## src/rtl/pc_branch_sequencer.sv

```systemverilog
// Program counter owner for the 5-stage pipeline: resolves BEQ/BNE/J in ID and redirects fetch.
// Latency: a branch resolved in cycle T has its target on pc at T+1; pc_plus4 is combinational.
// Backpressure: stall holds pc and defers resolution; during the flush window stall and br_valid are ignored.
module pc_branch_sequencer #(
    parameter logic [31:0] RESET_PC     = 32'h0000_0000,
    parameter int          FLUSH_CYCLES = 1,
    parameter int          CNT_W        = 16
) (
    input  logic             clk,
    input  logic             reset,
    input  logic             stall,
    input  logic             br_valid,
    input  logic [1:0]       br_type,
    input  logic [31:0]      rs_val,
    input  logic [31:0]      rt_val,
    input  logic [15:0]      imm16,
    input  logic [25:0]      jidx,
    input  logic [31:0]      id_pc4,
    output logic [31:0]      pc,
    output logic [31:0]      pc_plus4,
    output logic             if_id_flush,
    output logic             redirect,
    output logic [CNT_W-1:0] branch_count,
    output logic [CNT_W-1:0] taken_count
);

    typedef enum logic {
        RUN   = 1'b0,
        FLUSH = 1'b1
    } state_t;

    localparam logic [1:0] BT_BEQ = 2'b01;
    localparam logic [1:0] BT_BNE = 2'b10;
    localparam logic [1:0] BT_J   = 2'b11;

    // Flush window length minus one; two bits cover the legal 1..3 range.
    localparam logic [1:0] FLUSH_LOAD = 2'(FLUSH_CYCLES - 1);

    state_t      state;
    logic [1:0]  flush_cnt;
    logic [31:0] btarget;
    logic [31:0] jtarget;
    logic        taken;
    logic        resolve;

    assign pc_plus4 = pc + 32'd4;

    // Branch target adder and jump target concatenation, both mod 2^32.
    assign btarget = id_pc4 + {{14{imm16[15]}}, imm16, 2'b00};
    assign jtarget = {id_pc4[31:28], jidx, 2'b00};

    // Taken condition per control-flow type; type 00 is never a branch.
    always_comb begin
        taken = 1'b0;
        case (br_type)
            BT_BEQ:  taken = (rs_val == rt_val);
            BT_BNE:  taken = (rs_val != rt_val);
            BT_J:    taken = 1'b1;
            default: taken = 1'b0;
        endcase
    end

    assign resolve = (state == RUN) && !stall && br_valid && (br_type != 2'b00);

    // Sequencer FSM: pc update, flush window, redirect pulse and saturating statistics.
    always_ff @(posedge clk) begin
        if (reset) begin
            pc           <= RESET_PC;
            state        <= RUN;
            flush_cnt    <= 2'd0;
            if_id_flush  <= 1'b0;
            redirect     <= 1'b0;
            branch_count <= '0;
            taken_count  <= '0;
        end else begin
            case (state)
                RUN: begin
                    redirect    <= 1'b0;
                    if_id_flush <= 1'b0;
                    if (stall) begin
                        pc <= pc;
                    end else if (resolve) begin
                        if (branch_count != '1) begin
                            branch_count <= branch_count + CNT_W'(1);
                        end
                        if (taken) begin
                            pc          <= (br_type == BT_J) ? jtarget : btarget;
                            state       <= FLUSH;
                            flush_cnt   <= FLUSH_LOAD;
                            redirect    <= 1'b1;
                            if_id_flush <= 1'b1;
                            if (taken_count != '1) begin
                                taken_count <= taken_count + CNT_W'(1);
                            end
                        end else begin
                            pc <= pc_plus4;
                        end
                    end else begin
                        pc <= pc_plus4;
                    end
                end
                FLUSH: begin
                    // The ID instruction is being squashed, so nothing resolves here.
                    pc       <= pc_plus4;
                    redirect <= 1'b0;
                    if (flush_cnt == 2'd0) begin
                        state       <= RUN;
                        if_id_flush <= 1'b0;
                    end else begin
                        flush_cnt   <= flush_cnt - 2'd1;
                        if_id_flush <= 1'b1;
                    end
                end
                default: begin
                    state       <= RUN;
                    if_id_flush <= 1'b0;
                    redirect    <= 1'b0;
                end
            endcase
        end
    end

endmodule

```

## config.mk

```make
export PLATFORM = sky130hd
export DESIGN_NAME = pc_branch_sequencer
export DESIGN_NICKNAME = d
export VERILOG_FILES = /design/src/rtl/pc_branch_sequencer.sv
export SDC_FILE = /design/constraint.sdc
export NUM_CORES = 1
export LEC_CHECK = 0
export CAP_MARGIN = 20
export CORE_MARGIN = 4
export CORE_UTILIZATION = 49
export CTS_BUF_LIST = sky130_fd_sc_hd__clkbuf_4 sky130_fd_sc_hd__clkbuf_8
export DETAILED_ROUTE_END_ITERATION = 10
export PLACE_DENSITY = 0.94
export SLEW_MARGIN = 10
export SYNTH_ARGS = -nofsm -noshare
export SYNTH_HDL_FRONTEND = slang
export SYNTH_SLANG_ARGS = --single-unit
```

## constraint.sdc

```tcl
create_clock -name clk -period 7.1 [get_ports clk]
set_input_delay 1.065 -clock clk [delete_from_list [all_inputs] [get_ports clk]]
set_output_delay 1.065 -clock clk [all_outputs]
set_load 0.01 [all_outputs]
```

== Yosys cells after proc, flatten, opt, wreduce, memory -nomap -nowiden ==
Cells that the tools add are included.

* Memories: 0
* Bits in writable memories: 0
* Register bits: 68
* Output and inout bits: 98
* Latch bits: 0
* Input port bits: 144
* Bits in read-only memories: 0

* Magnitude comparators: 0
* $add $sub $neg: 5
* Bitwise gates (word level): 2
* Divide/modulo/power cells: 0
* Reductions and logical operators: 9
* Equality and inequality tests: 11
* Multiplexer cells: 17
* Shifts and indexed selects: 0
* Multipliers: 0

{| class="wikitable"
|+ Operators with widths
! operator !! number
|-
| two-way mux 32 bit || 4
|-
| case mux 32 bit (2 select lines) || 1
|-
| adder 16 x 1 -> 16 bit (second input constant) || 2
|-
| adder 32 x 3 -> 32 bit (second input constant) || 1
|-
| adder 32 bit || 1
|-
| equality test 32 bit || 1
|-
| != test 16 bit (second input constant) || 2
|-
| != test 32 bit || 1
|-
| two-way mux 2 bit || 4
|-
| != test 2 bit (second input constant) || 4
|-
| AND reduction 4 bit || 2
|-
| AND reduction 5 bit || 1
|-
| equality test 2 bit (second input constant) || 2
|-
| two-way mux 1 bit || 4
|-
| case mux 1 bit (2 select lines) || 2
|-
| case mux 2 bit (2 select lines) || 1
|-
| logical AND 1 bit || 3
|-
| case mux 1 bit (3 select lines) || 1
|-
| equality test 2 x 1 -> 1 bit (second input constant) || 1
|-
| zero test 2 bit || 1
|-
| NOT 1 bit || 2
|-
| nonzero test 2 bit || 1
|-
| subtractor 2 x 1 -> 2 bit (second input constant) || 1
|-
| zero test 1 bit || 1
|}

== Logic depth before layout (Yosys ltp) ==
Gate-level depths: netlist of the first run.

* Depth after elaboration: 7
* Depth in mapped cells: 11

== Worst setup path after synthesis of the first run ==
OpenSTA, ideal clock, no wires.

* Kind: input -> register
* Start: in imm16[0]
* End: reg pc[20]
* Path slack: 3.885 ns
* Stages: 11
* Data arrival time: 3.086 ns
* Library setup time: 0.129 ns
* Data required time: 6.971 ns
* Buffers on the path: 0
* Cell sequence: ha_1 -> fa_1 -> a21o_1 -> a31o_2 -> a31oi_2 -> o21ai_1 -> a21oi_1 -> nor3b_1 -> a211oi_2 -> xor2_1 -> o22ai_1

* Word-level cells in the longest chain between the ends: 6

{| class="wikitable"
|+ Ends and longest elaborated chain
! item !! line !! RTL
|-
| from (decl) || 16 || <nowiki>input logic [15:0] imm16,</nowiki>
|-
| adder 32 bit || 49 || <nowiki>assign btarget = id_pc4 + {{14{imm16[15]}}, imm16, 2'b00};</nowiki>
|-
| two-way mux 32 bit || 87 || <nowiki>pc <= (br_type == BT_J) ? jtarget : btarget;</nowiki>
|-
| two-way mux 32 bit || 86 || <nowiki>if (taken) begin</nowiki>
|-
| two-way mux 32 bit || 82 || <nowiki>end else if (resolve) begin</nowiki>
|-
| two-way mux 32 bit || 80 || <nowiki>if (stall) begin</nowiki>
|-
| case mux 32 bit (2 select lines) || 76 || <nowiki>case (state)</nowiki>
|-
| to (signal assigned) || 81 || <nowiki>pc <= pc;</nowiki>
|-
| to (signal assigned) || 87 ||
|-
| to (signal assigned) || 96 || <nowiki>pc <= pc_plus4;</nowiki>
|-
| to (decl) || 19 || <nowiki>output logic [31:0] pc,</nowiki>
|}

No other way between the ends. The select of a mux whose other input is x is not followed.
A chain may end at the register's enable or synchronous reset.

== Worst setup path in the final report of the first run ==
* Start: reg pc[2]
* End: out pc_plus4[26]

* Word-level cells in the longest chain between the ends: 1

{| class="wikitable"
|+ Ends and longest elaborated chain
! item !! line !! RTL
|-
| adder 32 x 3 -> 32 bit || 46 || <nowiki>assign pc_plus4 = pc + 32'd4;</nowiki>
|-
| to (decl) || 20 || <nowiki>output logic [31:0] pc_plus4,</nowiki>
|}

No other way between the ends.

==> reports/qor.csv, run 1 <==
stage,metric,value,unit
clock_network,cts_tree,done,
timing,layout_min_cycle_time,4220,ps
place,portBuffers,241,
synthesis,ys_ff_latch,68,
routing,drc,0,
place,dp_hpwl,16.1,mm
worst_setup_path,reg2reg_from,pc[2],
timing,timing.fmax,237,MHz
finish,nNetsFinal,1158,
routing,via_per_inst,5.86,
outcome,status,completed,
worst_setup_path,reg2regPathDepth,8,
worst_setup_path,critical_path_class,register to primary output,
finish,layout-drive-gt1-share,0.0558,
clock_network,cts-resized-gates,0,
routing,wl_per_cell,18.1,um
synthesis,synth_cell_types,77,
place,preCtsSetupSlack,2810,ps
die,io_pins,242,
worst_setup_path,startpoint,pc[2],
clock_network,clk_pin_slew_worst_paths,80,ps
synthesis,syn_inst,755,
clock_network,cts_buffers,9,
worst_setup_path,cp.required,6030,ps
clock_network,h-tree-depth,3,
routing,wirelength,20.4,mm
synthesis,yosys_warnings,0,
timing,setup_ws,2880,ps
timing,final_max_slew_viol_count,0,
worst_setup_path,cp-endpoint,pc_plus4[26],
die,core,11600,sq um
pwr,powerDensity,129,nW/um^2
synthesis,synth_area_per_cell,7.79,sq um
place,place.gp.congestion,0.966,
pwr,peakVddDrop,84.2,uV
die,die_y,118,um
place,place_inst,1111,
die,num_rows,39,
timing,fin_worst_skew,9.31,ps
grt,grt_util_all_layers,0.283,
timing,hold_viol,0,
routing,ant_nets,0,
synthesis,synth_edf_count,0,
grt,grt-ovfl-total,0,
job,drv_cap,0,
timing,setup_viol,0,
synthesis,async_flop_share,0,
die,die_area,13800,sq um
timing,maxSlewHeadroom,0.454,
timing,worst_pin_slew,819,ps
routing,first_iter_violations,500,
grt,antenna_found_initial,0,
synthesis,synth_top_flop_cell,dfxtp_1,
finish,area.growth.synth_to_final,45.0,%
worst_setup_path,endpoint_kind,primary output,
synthesis,syn-num-nets,933,
synthesis,synth.cell_area,5880,sq um
clock_network,clock_sinks,68,
clock_network,postCtsSetupRepairBufs,0,
clock_network,clk_path_buf_depth,2,
die,initial_core_util,0.508,
synthesis,ys_seq_area_frac,0.232,
hold_path,hp-class,register to register,
grt,grt_pass1_vias,6392,
timing,tns,0,ps
worst_setup_path,r2r_slack,4510,ps
die,die_w,118,um
finish,final_cells,1128,
grt,grt_pass1_wl,32.6,mm
worst_setup_path,crit_fanout,7,
clock_network,worst_skew_pair.late_latency,340,ps
routing,firstDrtPassIters,5,
worst_setup_path,r2r-end,pc[26],
clock_network,clock_tree.root_cell,clkbuf_8,
timing,rsz0062_at_grt,no,
timing,finalCritPeriodShare,0.595,
worst_setup_path,arrival,3160,ps
routing,vias,6615,
pwr,cellLeakagePower,3.21,nW
clock_network,cts_hold_buf,0,
finish,diodes,0,
grt,grt_max_degree,69,
worst_setup_path,startpoint_type,register,
-- state kept, by name, indices dropped and copies added, names as in the netlist --
signal,cells
pc,32
branch_count,16
taken_count,16
flush_cnt,2
redirect,1
state,1
-- per-layer routing --
layer / vias to the layer above / routed length (um) / global-route usage
met5: - / 0 / 0
met4: 0 / 573 / 0.0930
met1: 3089 / 7960 / 0.328
li1: 3156 / - / -
met2: 325 / 10400 / 0.524
met3: 45 / 1460 / 0.0529
-- where the power goes --
group	internal [W]	switching [W]	leakage [nW]
Combinational	0.000197	0.000181	2.57
Clock	0.000163	0.000158	0.0918
Sequential	0.000390	0.0000128	0.550
-- how the worst min path moves through the flow --
stage | depth (start not counted) | slack, ps | to | start
6_report | 2 | 480 | pc[1] | pc[1]
5_1_grt | 2 | 530 | pc[0] | pc[0]
4_1_cts | 2 | 480 | pc[1] | pc[1]
3_5_place_dp | 2 | 470 | pc[1] | pc[1]
3_3_place_gp | 2 | 470 | pc[0] | pc[0]
2_1_floorplan | 2 | 460 | flush_cnt[1] | flush_cnt[1]
-- area by class of cell --
type | instances | area, sq um
clock buffers | 9 | 124
clock inverters | 7 | 75.1
fillers | 863 | 3040
multi-input cells | 632 | 4250
repair buffers | 247 | 2460
flip-flops and latches | 68 | 1360
well taps | 143 | 179
inverters | 22 | 82.6
-- kinds of logic after synthesis --
group	Yosys count	share of synthesized area
xor gates and xnor gates	106	0.160
AOI/OAI and AO/OA	187	0.210
buffers and inverters	55	0.0464
adders and majority gates	34	0.0736
muxes	11	0.0189
DFF	68	0.232
and+or+nand+nor	294	0.259
-- critical path, stage by stage (launching register included) --
cell             delay, ps
dfxtp_1                390
ha_1                   220
and2_0                 450
nand4_4                210
or3_1                  550
nor2_1                 260
xnor2_1                140
clkdlybuf4s50_1        590
-- synthesized netlist by cell type, types with 6 or more instances --
cell | n | area (sq um)
and3_1 | 13 | 81.3
o21ai_0 | 23 | 115
inv_1 | 22 | 82.6
o22ai_1 | 9 | 56.3
mux2i_1 | 10 | 100
nand2b_1 | 7 | 43.8
xnor2_1 | 68 | 596
a21o_1 | 19 | 143
or3_1 | 6 | 37.5
clkbuf_1 | 18 | 67.6
a22oi_1 | 9 | 67.6
dfxtp_1 | 68 | 1360
nand2_1 | 72 | 270
xor2_1 | 36 | 315
nand4_1 | 23 | 144
ha_1 | 33 | 413
o211ai_1 | 10 | 75.1
nor2_1 | 84 | 315
nand3_1 | 35 | 175
a31oi_1 | 14 | 87.6
nor2b_1 | 6 | 37.5
nor3_1 | 8 | 40.0
a21oi_1 | 59 | 295
-- placed cells by master, fill, tap and decap left out, types with 4 or more instances in the layout --
cell type,Yosys,routed
or3_1,6,6
a21o_1,19,19
nor2b_1,6,5
dfxtp_1,68,68
o31ai_1,4,4
buf_4,5,5
clkbuf_8,0,9
a22oi_1,9,9
inv_1,22,22
nand4_1,23,23
nor2_1,84,84
mux2i_1,10,10
xnor2_1,68,68
ha_1,33,33
and3_1,13,13
a211o_1,4,4
nand2_1,72,72
a31oi_1,14,14
o21ai_0,23,23
nor3_1,8,8
o211ai_1,10,10
a21oi_1,59,59
xor2_1,36,36
nand3_1,35,35
and2_1,5,5
o22ai_1,9,9
nand2b_1,7,7
a211oi_1,5,5
nor4b_2,4,4
nor4_1,5,5
clkdlybuf4s50_1,0,240
-- through the flow --
stage          power (W)  area (sq um)  utilization  hold WS [ps]
2_1_floorplan   0.000615          5880            -           464
3_3_place_gp    0.000778          8310        0.719           469
3_5_place_dp    0.000784          8310        0.719           468
4_1_cts          0.00110          8510        0.736           479
5_1_grt          0.00115          8520        0.737           525
6_report         0.00110          8520        0.737           477
No activity file was read; power rests on OpenSTA's default activity.
==> run 2: changes to the inputs <==
--- a/config.mk
+++ b/config.mk
@@ -7,10 +7,10 @@
 export LEC_CHECK = 0
 export CAP_MARGIN = 20
 export CORE_MARGIN = 4
-export CORE_UTILIZATION = 49
+export CORE_UTILIZATION = 45
 export CTS_BUF_LIST = sky130_fd_sc_hd__clkbuf_4 sky130_fd_sc_hd__clkbuf_8
 export DETAILED_ROUTE_END_ITERATION = 10
-export PLACE_DENSITY = 0.94
+export PLACE_DENSITY = 0.87
 export SLEW_MARGIN = 10
 export SYNTH_ARGS = -nofsm -noshare
 export SYNTH_HDL_FRONTEND = slang
==> constraint.sdc (replaced) <==
create_clock -name clk -period 4 [get_ports clk]
set_input_delay 0.6 -clock clk [delete_from_list [all_inputs] [get_ports clk]]
set_output_delay 0.6 -clock clk [all_outputs]
set_load 0.01 [all_outputs]
==> run 2 against run 1 <==
- clock skew grew 3.2 ps
- critical path type unchanged
- clock power grew 69%
- register-to-register slack lost 3000 ps
- sequential power increased by 77%
- final cell count grew 2.6%
- largest cell class unchanged
- first-iteration DRC count decreased by 11%
- die area rose by 8.3%
==> reports/qor.csv, run 2 (synthesis gave the netlist of run 1 again) <==
stage,metric,value,unit,change
place,dp_hpwl,16.2,mm,+0.60%
pwr,powerDensity,225,nW/um^2,+74%
worst_setup_path,crit_chain,"ha_1, and2_0, nand4_4, or3_1, nor2_1, xnor2_1, clkdlybuf4s50_1",,
clock_network,clock_tree.root_cell,clkbuf_8,,
clock_network,clk_pin_slew_worst_paths,80,ps,about the same
finish,regMostFlops,pc,,
place,preCtsSetupSlack,529,ps,-2280 ps
finish,area.growth.synth_to_final,45.4,%,
finish,nNetsFinal,1158,,unchanged
routing,wirelength,20.3,mm,-0.28%
worst_setup_path,endpoint_kind,primary output,,
pwr,peakVddDrop,159,uV,+89%
job,drv_cap,0,,unchanged
finish,layout-drive-gt1-share,0.0558,,unchanged
place,place.gp.congestion,0.965,,about the same
timing,final_max_slew_viol_count,0,,unchanged
timing,maxSlewHeadroom,0.375,,-0.0787
clock_network,cts_hold_buf,0,,unchanged
clock_network,clk_path_buf_depth,2,,unchanged
clock_network,postCtsSetupRepairBufs,0,,unchanged
worst_setup_path,max_stage_delay,580,ps,about the same
grt,antenna_found_initial,0,,unchanged
pwr,power,0.00193,W,+75%
timing,setup_viol,0,,unchanged
clock_network,cts_buffers,9,,unchanged
grt,grt_pass1_wl,31.5,mm,-3.4%
routing,vias,6542,,-1.1%
routing,firstDrtPassIters,5,,unchanged
worst_setup_path,startpoint_type,register,,
die,core,12700,sq um,+10%
timing,timing.fmax,267,MHz,
outcome,status,completed,,
grt,grt-ovfl-total,0,,unchanged
finish,largest_reg_flops,32,,unchanged
clock_network,cts_tree,done,,
timing,setup_ws,253,ps,-2630 ps
timing,worst_pin_slew,937,ps,+118 ps
worst_setup_path,arrival,3150,ps,about the same
finish,top_regs,"pc x32, branch_count x16, taken_count x16",,
finish,diodes,0,,unchanged
clock_network,clock_sinks,68,,unchanged
routing,first_iter_violations,447,,-11%
clock_network,cts-resized-gates,0,,unchanged
die,io_pins,242,,unchanged
timing,finalCritPeriodShare,0.937,,
finish,final_common_cell,clkdlybuf4s50_1,,
timing,rsz0062_at_grt,no,,
clock_network,h-tree-depth,3,,unchanged
clock_network,worst_skew_pair.late_latency,340,ps,about the same
timing,layout_min_cycle_time,3750,ps,
finish,final_cell_mix,"clkdlybuf4s50_1, nor2_1, nand2_1, xnor2_1, dfxtp_1",,
routing,drc,0,,unchanged
worst_setup_path,critical_path_class,register to primary output,,
pwr,cellLeakagePower,3.21,nW,about the same
timing,tns,0,ps,unchanged
die,die_w,122,um,+4.1%
worst_setup_path,cp.required,3400,ps,-2630 ps
grt,grt_util_all_layers,0.261,,-0.0227
worst_setup_path,crit_fanout,7,,unchanged
die,die_y,122,um,+4.1%
worst_setup_path,crit_slowest_cell,clkdlybuf4s50_1,,
place,portBuffers,241,,unchanged
routing,ant_nets,0,,unchanged
timing,fin_worst_skew,12.5,ps,+3.15 ps
routing,wl_per_cell,17.6,um,-2.8%
grt,grt_pass1_vias,6404,,+0.19%
die,die_area,15000,sq um,+8.3%
grt,grt_max_degree,40,,-42%
hold_path,hp-class,register to register,,
routing,via_per_inst,5.65,,-3.6%
die,initial_core_util,0.462,,-0.0462
timing,hold_viol,0,,unchanged
die,num_rows,41,,+5.1%
==> run 2: changes by cell type in the layout (fill, tap and decap cells not counted) <==
| cell | delta |
|---|---|
| bufinv_16 | -1 |
| buf_6 | -1 |
| clkbuf_8 | +2 |
| clkinvlp_4 | -2 |
| clkinv_2 | +1 |
| buf_4 | +1 |
==> run 2: cell type report <==
cell class | instances | area, sq um
Clock buffer | 11 | 151
Fill cell | 1054 | 4180
Tap cell | 172 | 215
Sequential cell | 68 | 1360
Clock inverter | 5 | 35.0
Timing Repair Buffer | 247 | 2450
Multi-Input combinational cell | 632 | 4250
Inverter | 22 | 82.6
==> run 2: per-layer routing <==
metal | share of wire | global-route usage
met5 | 0 | 0
met4 | 0.042 | 0.114
met3 | 0.096 | 0.0728
met2 | 0.48 | 0.461
met1 | 0.38 | 0.292
==> run 2: through the flow <==
step                      instance area [sq um]  hold slack [ps]  cells  utilization
after CTS                                  8540              476   1157        0.672
after global placement                     8360              458   1141        0.657
after floorplan                            5880              464    755            -
final                                      8540              472   1157        0.672
after global routing                       8540              500   1157        0.672
after detailed placement                   8360              465   1141        0.657
==> run 2: final timing paths <==
check,from,endpoint,slack (ps),cells past startpoint
worst max-delay path,pc[3],pc_plus4[26],250,7
worst min-delay path,pc[1],pc[1],470,2
worst max register to register,pc[3],pc[26],1480,8
worst min register to register,pc[1],pc[1],470,2
==> run 2: where the power goes <==
group	leakage (nW)	internal [W]	switching, W
clock network	0.0957	0.000260	0.000281
registers	0.550	0.000692	0.0000227
logic	2.57	0.000350	0.000320
total	3.21	0.00130	0.000624
==> run 2: critical path: cells and delay by family (launching register included) <==
kind | cells | cell delay, ps
XOR/XNOR | 1 | 180
AND/OR/NAND/NOR | 4 | 1430
adder cells (fa/ha/maj) | 1 | 220
buffers and inverters | 1 | 580
flip-flops | 1 | 390
==> run 3: changes to the inputs <==
--- a/config.mk
+++ b/config.mk
@@ -5,6 +5,7 @@
 export SDC_FILE = /design/constraint.sdc
 export NUM_CORES = 1
 export LEC_CHECK = 0
+export ABC_CLOCK_PERIOD_IN_PS = 4000
 export CAP_MARGIN = 20
 export CORE_MARGIN = 4
 export CORE_UTILIZATION = 45
==> results of run 3 <==
Final layout, timing and power as in run 2 (identical DEF).
